==> src/rtl/mem_access_ctrl_pkg.sv <==
// Shared state encodings and default timing constants for the memory access controller.
package mem_access_ctrl_pkg;

  typedef enum logic [1:0] {
    MAC_IDLE = 2'd0,
    MAC_DATA = 2'd1,
    MAC_INST = 2'd2
  } mac_state_e;

  localparam int MAC_TMO_CYC = 255;
  localparam int MAC_TMO_W   = 8;

endpackage

==> src/rtl/mac_timeout.sv <==
// Bus timeout counter: counts stalled cycles of an access and flags when the limit is reached.
module mac_timeout #(
  parameter int TMO_W   = 8,
  parameter int TMO_CYC = 255
) (
  input  logic clock,
  input  logic reset,
  input  logic clr,
  input  logic en,
  output logic expired
);

  logic [TMO_W-1:0] cnt_q, cnt_d;

  assign expired = (cnt_q == TMO_W'(TMO_CYC));

  always_comb begin
    cnt_d = cnt_q;
    if (clr) begin
      cnt_d = '0;
    end else if (en && !expired) begin
      cnt_d = cnt_q + 1'b1;
    end
  end

  always_ff @(posedge clock) begin
    if (reset) begin
      cnt_q <= '0;
    end else begin
      cnt_q <= cnt_d;
    end
  end

endmodule

==> src/rtl/mem_access_ctrl.sv <==
// Serialises MEM-stage data accesses and IF-stage fetches onto one memory bus and
// produces memReady for the pipeline stall control. Data access always goes first.
module mem_access_ctrl
  import mem_access_ctrl_pkg::*;
#(
  parameter int ADDR_W  = 32,
  parameter int DATA_W  = 32,
  parameter int TMO_CYC = MAC_TMO_CYC,
  parameter int TMO_W   = MAC_TMO_W
) (
  input  logic              clock,
  input  logic              reset,
  input  logic              i_req,
  input  logic [ADDR_W-1:0] i_addr,
  input  logic              d_req,
  input  logic              d_we,
  input  logic [ADDR_W-1:0] d_addr,
  input  logic [DATA_W-1:0] d_wdata,
  input  logic              bus_ack,
  input  logic [DATA_W-1:0] bus_rdata,
  output logic              bus_req,
  output logic              bus_we,
  output logic [ADDR_W-1:0] bus_addr,
  output logic [DATA_W-1:0] bus_wdata,
  output logic [DATA_W-1:0] i_rdata,
  output logic [DATA_W-1:0] d_rdata,
  output logic              memReady,
  output logic              bus_err
);

  mac_state_e        state_q, state_d;
  logic              i_done_q, i_done_d;
  logic              d_done_q, d_done_d;
  logic              bus_req_q, bus_req_d;
  logic              bus_we_q, bus_we_d;
  logic [ADDR_W-1:0] bus_addr_q, bus_addr_d;
  logic [DATA_W-1:0] bus_wdata_q, bus_wdata_d;
  logic [DATA_W-1:0] i_rdata_q, i_rdata_d;
  logic [DATA_W-1:0] d_rdata_q, d_rdata_d;

  logic tmo_expired;
  logic acc_end;
  logic d_fin;
  logic i_fin;

  // An access ends on ack or on timeout; ack takes precedence for error reporting.
  assign acc_end  = bus_req_q && (bus_ack || tmo_expired);
  assign d_fin    = (state_q == MAC_DATA) && acc_end;
  assign i_fin    = (state_q == MAC_INST) && acc_end;
  assign bus_err  = bus_req_q && tmo_expired && !bus_ack;
  assign memReady = (!d_req || d_done_q || d_fin) && (!i_req || i_done_q || i_fin);

  assign bus_req   = bus_req_q;
  assign bus_we    = bus_we_q;
  assign bus_addr  = bus_addr_q;
  assign bus_wdata = bus_wdata_q;
  assign i_rdata   = i_rdata_q;
  assign d_rdata   = d_rdata_q;

  mac_timeout #(
    .TMO_W  (TMO_W),
    .TMO_CYC(TMO_CYC)
  ) u_timeout (
    .clock  (clock),
    .reset  (reset),
    .clr    (!bus_req_q || acc_end),
    .en     (bus_req_q && !bus_ack),
    .expired(tmo_expired)
  );

  always_comb begin
    state_d     = state_q;
    i_done_d    = i_done_q;
    d_done_d    = d_done_q;
    i_rdata_d   = i_rdata_q;
    d_rdata_d   = d_rdata_q;
    bus_req_d   = 1'b0;
    bus_we_d    = 1'b0;
    bus_addr_d  = '0;
    bus_wdata_d = '0;

    case (state_q)
      MAC_IDLE: begin
        if (d_req && !d_done_q) begin
          state_d = MAC_DATA;
        end else if (i_req && !i_done_q) begin
          state_d = MAC_INST;
        end
      end
      MAC_DATA: begin
        if (d_fin) begin
          state_d = (i_req && !i_done_q) ? MAC_INST : MAC_IDLE;
        end
      end
      MAC_INST: begin
        if (i_fin) begin
          state_d = MAC_IDLE;
        end
      end
      default: state_d = MAC_IDLE;
    endcase

    // A dropped data request still completes, but its load result is not kept.
    if (d_fin && bus_ack && d_req && !bus_we_q) begin
      d_rdata_d = bus_rdata;
    end
    if (i_fin && bus_ack) begin
      i_rdata_d = bus_rdata;
    end

    // Done flags hold until the pipeline advances, then re-arbitrate next cycle.
    if (memReady) begin
      d_done_d = 1'b0;
      i_done_d = 1'b0;
    end else begin
      d_done_d = d_done_q || d_fin;
      i_done_d = i_done_q || i_fin;
    end

    // Bus outputs are registered from the next-state decision.
    case (state_d)
      MAC_DATA: begin
        bus_req_d   = 1'b1;
        bus_we_d    = d_we;
        bus_addr_d  = d_addr;
        bus_wdata_d = d_wdata;
      end
      MAC_INST: begin
        bus_req_d  = 1'b1;
        bus_addr_d = i_addr;
      end
      default: ;
    endcase
  end

  always_ff @(posedge clock) begin
    if (reset) begin
      state_q     <= MAC_IDLE;
      i_done_q    <= 1'b0;
      d_done_q    <= 1'b0;
      bus_req_q   <= 1'b0;
      bus_we_q    <= 1'b0;
      bus_addr_q  <= '0;
      bus_wdata_q <= '0;
      i_rdata_q   <= '0;
      d_rdata_q   <= '0;
    end else begin
      state_q     <= state_d;
      i_done_q    <= i_done_d;
      d_done_q    <= d_done_d;
      bus_req_q   <= bus_req_d;
      bus_we_q    <= bus_we_d;
      bus_addr_q  <= bus_addr_d;
      bus_wdata_q <= bus_wdata_d;
      i_rdata_q   <= i_rdata_d;
      d_rdata_q   <= d_rdata_d;
    end
  end

endmodule
==> config.mk <==
export PLATFORM = sky130hd
export DESIGN_NAME = mem_access_ctrl
export DESIGN_NICKNAME = d
export VERILOG_FILES = /design/src/rtl/mem_access_ctrl_pkg.sv /design/src/rtl/mac_timeout.sv /design/src/rtl/mem_access_ctrl.sv
export SDC_FILE = /design/constraint.sdc
export NUM_CORES = 1
export LEC_CHECK = 0
export BUFFER_PORTS_ARGS = -buffer_cell sky130_fd_sc_hd__buf_2
export CAP_MARGIN = 25
export CORE_MARGIN = 2
export CORE_UTILIZATION = 40
export CTS_CLUSTER_DIAMETER = 120
export DETAILED_ROUTE_END_ITERATION = 7
export PLACE_DENSITY = 0.78
export SLEW_MARGIN = 20
export SYNTH_ARGS = -nofsm -noshare
export SYNTH_HDL_FRONTEND = slang
export SYNTH_SLANG_ARGS = --single-unit
==> constraint.sdc <==
create_clock -name clock -period 3.05 [get_ports clock]
set_clock_uncertainty 0.15 [all_clocks]
set_input_delay 0.61 -clock clock [delete_from_list [all_inputs] [get_ports clock]]
set_output_delay 0.61 -clock clock [all_outputs]
set_load 0.1 [all_outputs]
==> flow_summary.yaml, run 1 <==
placement:
  globalplace.congestion: 0.796
  place_area_sq_um: 6240
  hpwl_mm: 9.54
  dp_slack_ns: 0.243
  io_buffer_count: 265
outcome:
  outcome: "complete, no violations"
detailed_routing:
  drtAntennaViolNets: 0
  vias_per_cell: 4.76
  detail_route.iter0.violations: 302
  drcViolationCount: 0
  post_drt_wl_per_cell_um: 14.0
  dr.pass1.iters: 5
  wl_mm: 13.4
  dr_total_vias: 4527
timing:
  fmax_ghz: 0.342
  maxSlewHeadroom_pct: 57.9
  tns_ns: 0
  tightest_slew_ns: 0.631
  slew_viol_final: 0
  fin_ws_ns: 0.122
  hold_viol: 0
  post-route-period-util_pct: 96.0
  setup_viol: 0
  rsz0062_at_grt: "false"
  period_minus_slack_ns: 2.93
worst_setup_path:
  critPathCaptureType: "primary output"
  critPathRequiredTime_ns: 2.29
  crit_path_max_incr_delay_ns: 0.44
  reg2reg_depth: 8
  cp_slowest_cell: "buf_2"
  cp_cell_sequence: "ha_1 -> nand4_2 -> or2_2 -> nor3b_4 -> buf_2"
  worst-endpoint-arrival_ns: 2.17
  r2r_end: "bus_addr[6]"
  r2r_slack_ns: 0.30
  cp.buffers_inverters: 1
  reg2reg_from: "u_timeout.cnt_q[0]"
  start_kind: "flip-flop"
  crit_type: "reg -> out"
  crit_family: "simple AND/OR/NAND/NOR gates"
  path_max_fanout: 5
global_route:
  grt_overflow: 0
  grt_pass1_wl_mm: 20.5
  grt_pass1_vias: 4133
  grt.met2_usage_pct: 34.0
  grt.busiest_layer: "met2"
  grt_usage_pct: 20.5
  grt_max_degree: 65
  use_met3_pct: 9.03
  antenna_found_initial: 1
  gr-usage-met1_pct: 22.5
clock_tree:
  ctsHoldBuffers: 0
  post_cts_buffers: 0
  cts_sinks: 142
  htreeDepth: 4
  clock_path_buffers: 2
  cts_resized: 2
  path_clk_slew_ns: 0.06
  cts_tree: "done"
  cts-root-buf: "clkbuf_16"
  clock_latency_ns: 0.41
  cts_made_buffers: 17
worst_hold_path:
  holdPathStages: 2
  min_from: "d_wdata[12]"
  hold_class: "in -> reg"
  hold-path-endpoint: "bus_wdata[12]"
floorplanning:
  rows: 40
  die_y_um: 114
  die_w_um: 114
  design.core.area_sq_um: 11900
  io_pins: 266
  dieArea_sq_um: 12900
  initial_core_util_pct: 40.6
power_and_ir_drop:
  powerDensity_nw_per_um2: 789
  p_leak_nw: 3.25
  ir_drop_uv: 480
logic_synthesis:
  synthXorXnorAreaFrac_pct: 1.09
  synth_top_area_share_pct: 59.0
  synth_top_cells_by_count: "142 x dfxtp_1, 132 x nand2_1, 64 x a21oi_1"
  synth.most_common_cell: "dfxtp_1"
  synth.yosys.warnings: 0
  synth_edf_count: 0
  syn_area_per_cell_sq_um: 8.99
  ys_ff_latch: 142
  synthMuxAreaShare_pct: 0
  synth.area.top_cells: "dfxtp_1 59%, nand2_1 10%, a21oi_1 6.6%"
  yosysTopAreaCell: "dfxtp_1"
  yosys.area_share.simple_pct: 21.3
  synthArstFlopShare_pct: 0
  netlist-cell-type-count: 36
  syn-instance-count: 536
  syn_area_sq_um: 4820
  synth_fa_ha_area_share_pct: 0.779
  synth_compound_area_share_pct: 13.7
  synth_nets: 673
  synth_seq_area_share_pct: 59.0
  synth_top_family_by_area: "simple AND/OR/NAND/NOR gates"
  ys.flop_type: "dfxtp_1"
cells_and_area:
  syn_to_final_growth_pct: 42.5
  stdcell_area_sq_um: 6870
  nNetsFinal: 928
  drive_gt1_share_pct: 39.1
run:
  max-cap-violations: 0
-- worst register-to-register path: stages (launching register included) --
cell and delay (ns):
dfxtp_1 0.37, ha_1 0.23, nand4_2 0.17, o211a_1 0.26
a211oi_1 0.37, inv_1 0.08, ha_1 0.27, or2_2 0.54
nor2_1 0.24
-- where the power goes --
group	switching, mW	total [mW]	internal, mW
clock	0.743	2.15	1.41
combinational	1.02	1.26	0.239
sequential	0.0435	2.01	1.96
-- cell families after synthesis --
group                    count (synthesis)
AND/OR/NAND/NOR                        233
flip-flops                             142
XOR/XNOR                                 6
buffers and inverters                   44
AO/OA/AOI/OAI                          108
adder cells (fa/ha/maj)                  3
-- layer usage --
layer	part of all wire, %	up-vias
met5	0	-
met4	1.6	0
met3	9.8	17
met2	50	197
met1	39	2043
li1	-	2270
-- worst max-delay path by stage --
| stage | from | cells after the start | end | slack, ns |
|---|---|---|---|---|
| floorplan | bus_req | 4 | memReady | 0.33 |
| global placement | d_req | 8 | bus_addr[5] | 0.35 |
| detailed placement | d_req | 8 | bus_addr[6] | 0.24 |
| CTS | u_timeout.cnt_q[0] | 5 | bus_err | 0.08 |
| global route | u_timeout.cnt_q[0] | 6 | memReady | 0.02 |
| finish | u_timeout.cnt_q[0] | 5 | bus_err | 0.12 |
-- registers in the layout, summed over array words and instances, names as in the netlist --
name             flops
bus_addr            32
bus_req              1
bus_wdata           32
bus_we               1
d_done_q             1
d_rdata             32
i_done_q             1
i_rdata             32
state_q              2
u_timeout.cnt_q      8
-- stage by stage --
step,util [%],total power [mW],hold WS (ns),cells
5_1_grt,57.9,5.63,0.220,952
6_report,57.9,5.42,0.240,952
3_5_place_dp,52.6,3.31,0.293,919
2_1_floorplan,-,3.05,0.280,536
3_3_place_gp,52.6,3.30,0.289,919
4_1_cts,57.9,5.47,0.218,951
-- cell type report --
cell class / instances / area (sq um)
clock inverter: 11 / 164
antenna: 1 / 2.50
tap: 147 / 184
fill: 1087 / 4990
clock buffer: 21 / 460
inverter: 7 / 26.3
sequential: 142 / 2840
multi-input combinational: 350 / 1800
timing repair buffer: 273 / 1390
-- layout by cell type (no fill, tap or decap), types with 2 or more instances in the layout --
cell type   instances
nand3_1             6
clkbuf_8            2
xor2_1              3
xnor2_1             3
buf_2             264
a22oi_1            32
bufinv_16           4
clkbuf_16          17
nor2_1             44
nand2_1           132
clkinvlp_4          2
a21oi_1            64
dfxtp_1           141
nand2b_1            2
inv_1               7
or2_2               3
ha_1                3
and2_1             34
clkinv_2            4
o21ai_1             2
clkbuf_1            2
nor2b_1             3
buf_4               9
(Power assumes the default switching activity.)
==> run 2, diff against run 1 <==
--- a/config.mk
+++ b/config.mk
@@ -11,7 +11,8 @@
 export CORE_UTILIZATION = 40
 export CTS_CLUSTER_DIAMETER = 120
 export DETAILED_ROUTE_END_ITERATION = 7
-export PLACE_DENSITY = 0.78
+export HOLD_SLACK_MARGIN = 0.05
+export PLACE_DENSITY = 0.81
 export SLEW_MARGIN = 20
 export SYNTH_ARGS = -nofsm -noshare
 export SYNTH_HDL_FRONTEND = slang
==> constraint.sdc (replaced) <==
create_clock -name clock -period 2.45 [get_ports clock]
set_clock_uncertainty 0.15 [all_clocks]
set_input_delay 0.49 -clock clock [delete_from_list [all_inputs] [get_ports clock]]
set_output_delay 0.49 -clock clock [all_outputs]
set_load 0.1 [all_outputs]
==> flow_summary.yaml, run 2 (synthesis results as in run 1) <==
placement:
  io_buffer_count: 265
  globalplace.congestion: 0.823
  numPlacedInstances: 927
  dp_slack_ns: -0.00292
  place_area_sq_um: 6370
  hpwl_mm: 9.54
cells_and_area:
  stdcell_area_sq_um: 7070
  final_cell_mix: "263 x buf_2, 139 x dfxtp_1, 132 x nand2_1"
  layout_commonest_cell: "buf_2"
  nNetsFinal: 939
  syn_to_final_growth_pct: 46.6
  utilization_pct: 59.6
  drive_gt1_share_pct: 41.2
  final_cell_count_no_fill: 964
detailed_routing:
  vias_per_cell: 4.75
  dr.pass1.iters: 4
  drcViolationCount: 0
  drtAntennaViolNets: 0
  wl_mm: 13.8
  detail_route.iter0.violations: 395
  dr_total_vias: 4575
  post_drt_wl_per_cell_um: 14.3
clock_tree:
  cts_tree: "done"
  htreeDepth: 4
  ctsHoldBuffers: 0
  clock_latency_ns: 0.40
  cts_made_buffers: 17
  cts_sinks: 142
  cts-root-buf: "clkbuf_16"
  clock_path_buffers: 2
  path_clk_slew_ns: 0.06
floorplanning:
  die_w_um: 114
  dieArea_sq_um: 12900
  rows: 40
  initial_core_util_pct: 40.6
  io_pins: 266
  design.core.area_sq_um: 11900
  die_y_um: 114
timing:
  period_minus_slack_ns: 2.42
  fin_ws_ns: 0.0316
  setup_viol: 0
  tightest_slew_ns: 0.605
  hold_viol: 0
  maxSlewHeadroom_pct: 59.7
  post-route-period-util_pct: 98.7
  fmax_ghz: 0.413
  rsz0062_at_grt: "true"
  slew_viol_final: 0
outcome:
  outcome: "complete, no violations"
worst_setup_path:
  reg2reg_from: "u_timeout.cnt_q[1]"
  path_max_fanout: 5
  cp_slowest_cell: "dfxtp_4"
  crit_family: "compound AO/OA/AOI/OAI gates"
  cp-startpoint: "u_timeout.cnt_q[1]"
  cp.buffers_inverters: 1
  critPathRequiredTime_ns: 1.81
  cp_cell_sequence: "ha_4 -> nand4_4 -> o21a_4 -> o21ai_4 -> a21o_2 -> buf_12"
  worst-endpoint-arrival_ns: 1.78
  critPathCaptureType: "primary output"
  crit_path_max_incr_delay_ns: 0.37
  start_kind: "flip-flop"
  crit_type: "reg -> out"
power_and_ir_drop:
  ir_drop_uv: 577
  p_leak_nw: 3.32
  powerDensity_nw_per_um2: 948
global_route:
  grt_overflow: 0
  grt_max_degree: 61
  grt_pass1_vias: 4130
  grt_pass1_wl_mm: 20.4
  antenna_found_initial: 2
  grt_usage_pct: 20.3
worst_hold_path:
  hold_class: "in -> reg"
  min_from: "d_wdata[14]"
run:
  max-cap-violations: 0
-- run 2: changes by cell type in the layout (fill, tap and decap cells not counted), sizes merged --
cell      previous run  this run
buf                273       283
inv                  7        12
clkbuf              21        18
bufinv               4         2
clkinvlp             2         3
diode                1         2
-- run 2: final timing paths --
kind	slack, ns	cells after the start	end
hold reg to reg	0.30	2	i_rdata[11]
setup / recovery	0.03	6	memReady
hold / removal	0.13	2	bus_wdata[14]
setup reg to reg	0.18	10	bus_addr[17]
-- run 2: cell type report --
type | count | area [sq um]
well taps | 147 | 184
flip-flops and latches | 142 | 2850
repair buffers | 284 | 1550
fillers | 1050 | 4790
inverters | 7 | 26.3
clock buffers | 17 | 425
clock inverters | 15 | 161
diodes | 2 | 5.00
multi-input cells | 350 | 1860
-- run 2: per-layer routing --
metal	vias up	global-route usage (%)	part of all wire, %
li1	2295	-	-
met1	2086	23.2	41
met2	186	34.5	51
met3	8	7.01	7.1
met4	0	8.54	0.93
met5	-	0	0
-- run 2: stage by stage --
stage | power [mW] | hold WS [ns] | TNS [ns]
floorplan | 3.80 | 0.280 | -0.0989
global placement | 4.17 | 0.288 | 0
detailed placement | 4.18 | 0.293 | -0.00292
CTS | 6.72 | 0.100 | 0
global route | 6.96 | 0.105 | -0.105
finish | 6.70 | 0.127 | 0
-- run 2: repair_timing --
action | in CTS | in global routing
setup buffers | 1 | 1
pin swaps | 5 | 3
setup endpoints to repair | 34 | 35
gates cloned | 0 | 1
resized for setup | 9 | 6
-- run 2: power breakdown --
group          switching, mW  internal (mW)  leakage (nW)
Combinational           1.30          0.370          1.88
Clock                   1.01           1.52         0.282
Sequential            0.0549           2.44          1.15
==> run 3, diff against run 2 <==
--- a/config.mk
+++ b/config.mk
@@ -7,8 +7,10 @@
 export LEC_CHECK = 0
 export BUFFER_PORTS_ARGS = -buffer_cell sky130_fd_sc_hd__buf_2
 export CAP_MARGIN = 25
+export CELL_PAD_IN_SITES_DETAIL_PLACEMENT = 1
+export CELL_PAD_IN_SITES_GLOBAL_PLACEMENT = 1
 export CORE_MARGIN = 2
-export CORE_UTILIZATION = 40
+export CORE_UTILIZATION = 28
 export CTS_CLUSTER_DIAMETER = 120
 export DETAILED_ROUTE_END_ITERATION = 7
 export HOLD_SLACK_MARGIN = 0.05
==> flow_summary.yaml, run 3 (synthesis results as in run 1) <==
outcome:
  outcome: "complete, but fails checks"
  violations: "negative setup slack"
placement:
  hpwl_mm: 11.5
  dp_slack_ns: -0.0876
  globalplace.congestion: 0.746
  place_area_sq_um: 6540
  io_buffer_count: 265
  numPlacedInstances: 1003
floorplanning:
  die_w_um: 135
  die_y_um: 135
  io_pins: 266
  design.core.area_sq_um: 16700
  rows: 47
  initial_core_util_pct: 28.9
  dieArea_sq_um: 18300
cells_and_area:
  stdcell_area_sq_um: 7230
  antenna_cells: 0
  syn_to_final_growth_pct: 49.9
  layout_commonest_cell: "buf_2"
  drive_gt1_share_pct: 42.3
  final_cell_mix: "263 x buf_2, 137 x dfxtp_1, 132 x nand2_1"
  final_cell_count_no_fill: 1042
  nNetsFinal: 946
timing:
  fin_ws_ns: -0.000600
  tightest_slew_ns: 0.567
  hold-worst-slack_ns: 0.121
  slew_viol_final: 0
  period_minus_slack_ns: 2.45
  hold_viol: 0
  rsz0062_at_grt: "true"
  fmax_ghz: 0.408
  maxSlewHeadroom_pct: 61.7
  setup_viol: 1
  post-route-period-util_pct: 100
power_and_ir_drop:
  p_sw_share_pct: 36.5
  pwr-share-comb_pct: 25.8
  p_int_mw: 4.18
  ir_drop_uv: 466
  power_frac_clock_pct: 36.3
  powerDensity_nw_per_um2: 910
  total_power_mw: 6.58
  p_leak_nw: 3.35
  pwr-share-seq_pct: 38.0
  switchingPower_mw: 2.40
worst_hold_path:
  holdPathStages: 2
  hold_class: "in -> reg"
run:
  max-cap-violations: 0
detailed_routing:
  wl_mm: 15.9
  post_drt_wl_per_cell_um: 15.3
  drcViolationCount: 0
  dr_total_vias: 4689
  vias_per_cell: 4.50
  detail_route.iter0.violations: 126
  drtAntennaViolNets: 0
  dr.pass1.iters: 4
worst_setup_path:
  r2r_slack_ns: 0.12
  reg2reg_from: "u_timeout.cnt_q[1]"
  critPathCaptureType: "primary output"
  cp-startpoint: "u_timeout.cnt_q[1]"
  cp-endpoint: "memReady"
  reg2reg_depth: 10
  r2r_end: "bus_addr[4]"
  crit_path_max_incr_delay_ns: 0.36
  path_max_fanout: 5
  start_kind: "flip-flop"
  cp_slowest_cell: "dfxtp_4"
  critPathRequiredTime_ns: 1.81
  crit_type: "reg -> out"
  cp_cell_sequence: "ha_4 -> nand4_4 -> o21a_4 -> o21ai_4 -> a21o_2 -> buf_12"
  worst-endpoint-arrival_ns: 1.81
clock_tree:
  cts-root-buf: "clkbuf_16"
  path_clk_slew_ns: 0.06
  clock_path_buffers: 2
  cts_tree: "done"
  ctsHoldBuffers: 0
  clock_latency_ns: 0.41
  htreeDepth: 4
  cts_sinks: 142
  cts_made_buffers: 17
global_route:
  antenna_found_initial: 1
  grt_max_degree: 68
  grt_usage_pct: 17.5
  grt_pass1_vias: 4924
  grt_pass1_wl_mm: 24.8
  grt_overflow: 0
[run 3: cell types whose count changed in the layout (fill, tap and decap cells not counted), moves of 3 or more]
cell	change
buf_4	+4
buf_12	+4
dfxtp_2	+3
clkinvlp_4	+3
[run 3: worst min-delay path by stage]
stage | start | to | slack [ns]
5_1_grt | d_wdata[1] | bus_wdata[1] | 0.11
6_report | d_wdata[19] | bus_wdata[19] | 0.12
4_1_cts | d_wdata[19] | bus_wdata[19] | 0.1
3_5_place_dp | i_rdata[31] | i_rdata[31] | 0.29
3_3_place_gp | d_rdata[7] | d_rdata[7] | 0.29
2_1_floorplan | u_timeout.cnt_q[0] | u_timeout.cnt_q[0] | 0.28
[run 3: metrics by stage]
stage	util, %	TNS, ns
2_1_floorplan	-	-0.0989
3_3_place_gp	39.2	0
3_5_place_dp	39.2	-1.70
4_1_cts	42.9	-0.0126
5_1_grt	43.3	-0.137
6_report	43.3	-0.000600
[run 3: worst max-delay path, delay by kind of cell, from the launching register on]
| kind | cells | cell delay [ns] |
|---|---|---|
| adder cells (fa/ha/maj) | 1 | 0.15 |
| AO/OA/AOI/OAI | 3 | 0.60 |
| buffers and inverters | 1 | 0.18 |
| AND/OR/NAND/NOR | 1 | 0.11 |
| flip-flops | 1 | 0.36 |
[run 3: repair_timing]
action                     4_1_cts  5_1_grt
gates resized for setup          9       12
pin swaps                        7        6
hold endpoints to repair         0        0
setup buffers                    4        3
setup endpoints to repair        7       34
[run 3: power by group through the flow]
stage | clock, mW | sequential (mW) | combinational, mW
final | 2.39 | 2.50 | 1.69
after global routing | 2.57 | 2.51 | 1.78
after CTS | 2.47 | 2.50 | 1.69
after detailed placement | 0 | 2.55 | 1.69
after global placement | 0 | 2.54 | 1.67
after floorplan | 0 | 3.46 | 0.347
[run 3: area by class of cell]
class                      instances  area [sq um]
fill                            2037          9470
multi-input combinational        350          1890
clock buffer                      21           460
tap                              220           275
inverter                           7          26.3
clock inverter                    11          85.1
sequential                       142          2850
timing repair buffer             291          1640
[run 3: routing by layer]
metal  vias up  wire [um]  global-route usage, %
met1      2169       6000                   17.9
li1       2302          -                      -
met5         -          0                      0
met3        25       1470                   7.48
met4         0        359                   6.89
met2       193       8080                   31.6
